[src/rtl/rot_register_bank.sv]
// rot_register_bank: parametrised register bank with two combinational read
// ports, one write port, a global one-bit rotate of every register, and a
// sequenced clear engine that walks the bank one register per cycle.
//
// state    | meaning
// ---------+-------------------------------------------------------------
// ST_IDLE  | accepting write / rotate / clear_start commands
// ST_CLEAR | zeroing reg[idx] each cycle, all commands ignored (busy = 1)

module rot_register_bank #(
  parameter int NUM_REGS = 16,
  parameter int DATA_W   = 4,
  parameter int ADDR_W   = 4
) (
  input  logic              clk,
  input  logic              rst_n,
  input  logic [ADDR_W-1:0] r1_addr,
  input  logic [ADDR_W-1:0] r2_addr,
  input  logic [ADDR_W-1:0] w_addr,
  input  logic [DATA_W-1:0] data_in,
  input  logic              set_data,
  input  logic              rot_en,
  input  logic              rot_dir,
  input  logic              clear_start,
  output logic              busy,
  output logic              clear_done,
  output logic [DATA_W-1:0] data_out1,
  output logic [DATA_W-1:0] data_out2
);

  typedef enum logic {
    ST_IDLE,
    ST_CLEAR
  } state_t;

  localparam logic [ADDR_W-1:0] LAST_IDX = ADDR_W'(NUM_REGS - 1);

  state_t                             state_q, state_d;
  logic [ADDR_W-1:0]                  idx_q, idx_d;
  logic                               busy_q, busy_d;
  logic                               done_q, done_d;
  logic [NUM_REGS-1:0][DATA_W-1:0]    regs_q, regs_d;

  // Clear sequencer next-state: clear_start wins over any other command in IDLE.
  always_comb begin
    state_d = state_q;
    idx_d   = idx_q;
    busy_d  = busy_q;
    done_d  = 1'b0;
    case (state_q)
      ST_IDLE: begin
        if (clear_start) begin
          state_d = ST_CLEAR;
          idx_d   = '0;
          busy_d  = 1'b1;
        end
      end
      ST_CLEAR: begin
        if (idx_q == LAST_IDX) begin
          state_d = ST_IDLE;
          idx_d   = '0;
          busy_d  = 1'b0;
          done_d  = 1'b1;
        end else begin
          idx_d = idx_q + ADDR_W'(1);
        end
      end
    endcase
  end

  // Clear sequencer state and registered handshake outputs.
  always_ff @(posedge clk or negedge rst_n) begin
    if (!rst_n) begin
      state_q <= ST_IDLE;
      idx_q   <= '0;
      busy_q  <= 1'b0;
      done_q  <= 1'b0;
    end else begin
      state_q <= state_d;
      idx_q   <= idx_d;
      busy_q  <= busy_d;
      done_q  <= done_d;
    end
  end

  // Register next values: clear slot, or rotate-all with the write target
  // overriding its own rotated value. Out-of-range w_addr matches no register.
  always_comb begin
    regs_d = regs_q;
    if (state_q == ST_CLEAR) begin
      for (int i = 0; i < NUM_REGS; i++) begin
        if (idx_q == ADDR_W'(i)) regs_d[i] = '0;
      end
    end else if (!clear_start) begin
      for (int i = 0; i < NUM_REGS; i++) begin
        if (rot_en) begin
          if (rot_dir) regs_d[i] = {regs_q[i][0], regs_q[i][DATA_W-1:1]};
          else         regs_d[i] = {regs_q[i][DATA_W-2:0], regs_q[i][DATA_W-1]};
        end
        if (set_data && (w_addr == ADDR_W'(i))) regs_d[i] = data_in;
      end
    end
  end

  // Register storage.
  always_ff @(posedge clk or negedge rst_n) begin
    if (!rst_n) regs_q <= '0;
    else        regs_q <= regs_d;
  end

  // Combinational read ports; addresses beyond the bank read as zero.
  always_comb begin
    data_out1 = '0;
    data_out2 = '0;
    for (int i = 0; i < NUM_REGS; i++) begin
      if (r1_addr == ADDR_W'(i)) data_out1 = regs_q[i];
      if (r2_addr == ADDR_W'(i)) data_out2 = regs_q[i];
    end
  end

  assign busy       = busy_q;
  assign clear_done = done_q;

endmodule

[config.mk]
export PLATFORM = sky130hd
export DESIGN_NAME = rot_register_bank
export DESIGN_NICKNAME = d
export VERILOG_FILES = /design/src/rtl/rot_register_bank.sv
export SDC_FILE = /design/constraint.sdc
export NUM_CORES = 1
export LEC_CHECK = 0
export BUFFER_PORTS_ARGS = -buffer_cell sky130_fd_sc_hd__buf_2
export CAP_MARGIN = 20
export CORE_MARGIN = 1.5
export CORE_UTILIZATION = 44
export CTS_CLUSTER_SIZE = 14
export DETAILED_ROUTE_END_ITERATION = 6
export PLACE_DENSITY_LB_ADDON = 0.1
export SLEW_MARGIN = 10
export SYNTH_ARGS = -nofsm -noshare
export SYNTH_HDL_FRONTEND = slang
export SYNTH_SLANG_ARGS = --single-unit
[constraint.sdc]
create_clock -name clk -period 1.95 [get_ports clk]
set_clock_uncertainty 0.05 [all_clocks]
set_input_delay 0.2925 -clock clk [delete_from_list [all_inputs] [get_ports clk]]
set_output_delay 0.2925 -clock clk [all_outputs]
set_load 0.05 [all_outputs]
# After elaboration in Yosys (flattened, before gate mapping)
# Index checks and enable logic that the tools add are counted.
# totals
ff_bits	71
out_inout_bits	10
in_bits	22
elab_cells	262
# op_classes
muxes	109
n_bitwise	1
n_reduce_logical	53
eq_ne	78
addsub	1
# ops
operator	n
2-to-1 mux 4 bit	98
equality test 4 bit (second input constant)	32
2-to-1 mux 64 bit	2
equality test 4 x 3 -> 1 bit (second input constant)	16
AND reduction 3 bit	16
nonzero test 3 bit	16
inequality test 2 x 1 -> 1 bit (second input constant)	17
equality test 4 x 2 -> 1 bit (second input constant)	8
equality test 4 x 1 -> 1 bit (second input constant)	4
logical AND 1 bit	16
logical NOT 4 bit	4
case mux 4 bit (2 select lines)	1
2-to-1 mux 1 bit	6
adder 4 x 1 -> 4 bit (second input constant)	1
case mux 1 bit (2 select lines)	2
inequality test 2 bit (second input constant)	1
AND reduction 2 bit	1
inverter 1 bit	1

# Logic depth before layout (Yosys ltp)
# depth
depth_word	17
ltp_mapped	8
mapped_depth_nobuf	7

# Worst setup path before layout
# OpenSTA, ideal clock, no wires.
# synth_timing
path_kind	input to output
from	input r1_addr[2]
to	output data_out1[2]
path_buffers	2
path_stages	7
slack_ps	-731
t_required_ps	1607
arrival_ps	2339
cell_sequence	clkbuf_1 > clkbuf_1 > nand2_1 > o21ai_0 > o21ai_0 > o31a_1 > o21ai_0
# synth_between
elab_chain_len	17
elab_cells_between_ends	32
classes_between	15 x eq/ne; 16 x mux; 1 x reduce/logical
# synth_lines
element	line	text
start, declared	17	input logic [ADDR_W-1:0] r1_addr,
logical NOT 4 bit	116	if (r1_addr == ADDR_W'(i)) data_out1 = regs_q[i];
2-to-1 mux 4 bit (15 in series)	116	
2-to-1 mux 4 bit *	116	
end, declared	27	output logic [DATA_W-1:0] data_out1,
# Every way passes the cells marked *; elsewhere a longest branch is shown, timed or not.

# Worst setup path in the final report
# layout_timing
from	register regs_q[25] (netlist name)
to	output data_out1[1]
# layout_between
elab_chain_len	10
# layout_lines
element	line	text
start, declared	42	logic [NUM_REGS-1:0][DATA_W-1:0] regs_q, regs_d;
start signal, assigned	108	else regs_q <= regs_d;
2-to-1 mux 4 bit (10 in series)	116	
# No other way between the ends.

==> impl_metrics.ini <==
[run_status]
status = finished, violations left
violations = setup timing

[timing]
tightest_slew_ps = 669
fin_crit_sh_pct = 113
maxSlewHeadroom_pct = 55.2
setup_violations = 8
finalCriticalPeriod_ps = 2200
slew_viol_final = 0
setup_slack_ps = -254
grt_setup_unrepaired = true
final_hold_viol_count = 0
fmax_mhz = 454

[setup_path]
path_max_fanout = 4
reg2reg_to = regs_q[17]
cp-end-kind = output pin
path_class = flop to output pin
crit_end = data_out1[1]
cp.depth = 5
worstPathBufferInverterCount = 1
setup.worst_path.start = regs_q[25]
regToRegStartpoint = idx_q[0]
crit_family = multiplexers
cp_cell_sequence = mux2_4 -> mux4_2 -> nand2_2 -> a32oi_4 -> buf_6
slowest_stage = mux4_2
start_kind = flop
r2r_cells = 5
required_ps = 1610
reg2reg_slack_ps = 120
slowest_delay_ps = 470
cp_data_arrival_time_ps = 1860

[drt]
wl_um = 19600
drt-vias-per-instance = 5.97
ant_nets = 0
vias = 5800
remaining_drc_errors = 0
dr.pass1.iters = 6
avgRoutedWirePerCell_um = 20.1
initialDrtViolationCount = 454

[synthesis]
synth_top_cell_area_share_pct = 30.9
synthXorXnorAreaFrac_pct = 0.152
synth_edf_count = 0
netlist_instances = 691
synth_compound_gate_area_share_pct = 26.0
syn-cell-area_um2 = 5750
ys_seq_elements = 71
synth_top_cell_by_area = dfrtp_1
yosysSeqAreaShare_pct = 30.9
synth.avg_cell_area_um2 = 8.31
synth-main-ff-cell = dfrtp_1
synthSimpleGateAreaFrac_pct = 17.9
synth-async-reset-ratio_pct = 100
synth_common_cells = nand2_1, mux2i_1, dfrtp_1, o31ai_1, nor2_1
yosysWarnings = 0
synth.most_common_cell = nand2_1
synth_top_cells_by_area = dfrtp_1, mux2i_1, o31ai_1
muxShareOfSynthArea_pct = 20.3
synth_cell_type_count = 48
synth_top_family_by_area = compound AO/OA/AOI/OAI gates
synth_nets = 717
synthAdderAreaFrac_pct = 0.871

[run]
max_cap_viol_count = 0

[cells_and_area]
fin_cells = 971
final_cell_area_um2 = 7440
n_antenna_cell = 0
drive_above_1_share_pct = 28.4
final_util_pct = 58.7
synthToLayoutAreaGrowth_pct = 29.4
final_nets = 820

[placed_design]
dp_cells = 947
finalWeightedCongestion = 0.948
placedInstanceArea_um2 = 6810
post-place-ws_ps = -248
io_buffers = 31
hpwl_um = 14200

[worst_hold_path]
hp-class = primary input to flop

[clock_tree]
cts_tree = yes
path_clk_slew_ps = 60
clockBufferDepth = 2
cts_buffers = 9
cts_max_level = 3
clock_latency_ps = 340
clock_sinks = 71
cts_root_buf = clkbuf_16

[pwr]
irDropWorstVdd_mv = 0.867
p_total_mw = 5.55
power_density_nw_per_um2 = 746
p_leak_nw = 3.34

[global_routing]
grt_pass1_vias = 5594
antenna_found_initial = 0
grt_pass1_wl_um = 31200
grt_max_degree = 94
grt_usage_pct = 30.3
overflow = 0

[die]
initial_utilization_pct = 45.3
die_w_um = 117
row_count = 41
die_h_um = 117
num_io_pins = 32
core_um2 = 12700
dieArea_um2 = 13800
## area by class of cell
| type | count | area [um^2] |
|---|---|---|
| inverter | 8 | 30.0 |
| sequential | 71 | 1790 |
| clock buffer | 11 | 233 |
| clock inverter | 5 | 82.6 |
| multi-input combinational | 565 | 4010 |
| tap | 172 | 215 |
| timing repair buffer | 139 | 1070 |
| fill | 1128 | 5240 |
## repair_timing
action                                  CTS  global route
endpoints found under the setup margin   60            22
hold buffers                              1             0
setup buffers                             3             4
endpoints found under the hold margin    17             0
pin swaps                                 9             5
gates resized for setup                  41            31
## report_power, final
group	internal, mW	leakage, nW	switching (mW)
logic	0.726	2.23	1.31
registers	1.57	0.959	0.126
clock network	1.12	0.154	0.685
## sequential cells by signal, indices dropped and copies added (netlist names)
register    count
regs_q         64
idx_q           4
state_q         1
clear_done      1
busy            1
## cells by family after synthesis
group,after synthesis
flops,71
xor+xnor,1
simple gates,237
compound gates,225
buf+inv,55
fa+ha+maj,4
mux,98
## how the worst min path moves through the flow
stage,startpoint,end,depth (start not counted)
2_1_floorplan,rst_n,busy,0
3_3_place_gp,rst_n,regs_q[4],1
3_5_place_dp,rst_n,regs_q[7],1
4_1_cts,clear_start,idx_q[1],3
5_1_grt,clear_start,idx_q[1],3
6_report,clear_start,idx_q[1],3
## placed cells by master (no fill, tap or decap), drive strengths merged, types with 3 or more instances in the layout
cell type	synthesis	final
nand2b	8	8
mux2i	78	78
and2	3	3
nor2b	10	10
clkinv	0	3
nor3	7	7
mux4	14	14
buf	14	137
inv	8	8
nand3b	4	4
a21oi	56	56
a2111oi	5	5
o31ai	70	70
a221o	11	11
clkbuf	33	12
nor3b	5	5
a211oi	7	7
nand2	126	126
dfrtp	71	71
mux2	6	6
a22oi	3	3
ha	4	4
nand3	6	6
o21ai	49	49
a31oi	5	5
a21o	4	4
nor2	60	60
## worst register-to-register path: stages (launching register included)
cell and delay, ps:
dfrtp_1 400, inv_1 130, ha_2 240, nand2_1 70, a221o_1 480, o31ai_1 340
## stage by stage
stage / TNS, ps / hold WS [ps]
after floorplan: -46.2 / -53.1
after global placement: -1990 / 136
after detailed placement: -2760 / 140
after CTS: -1700 / 202
after global routing: -2100 / 227
final: -1730 / 212
## routing by layer
| layer | global-route usage [%] | wire length [um] | vias up |
|---|---|---|---|
| met3 | 5.46 | 1280 | 36 |
| met4 | 11.2 | 557 | 0 |
| met2 | 46.7 | 8720 | 204 |
| met1 | 42.8 | 9010 | 2788 |
| met5 | 0 | 0 | - |
| li1 | - | - | 2772 |
Power figures use the tool's default switching activity.
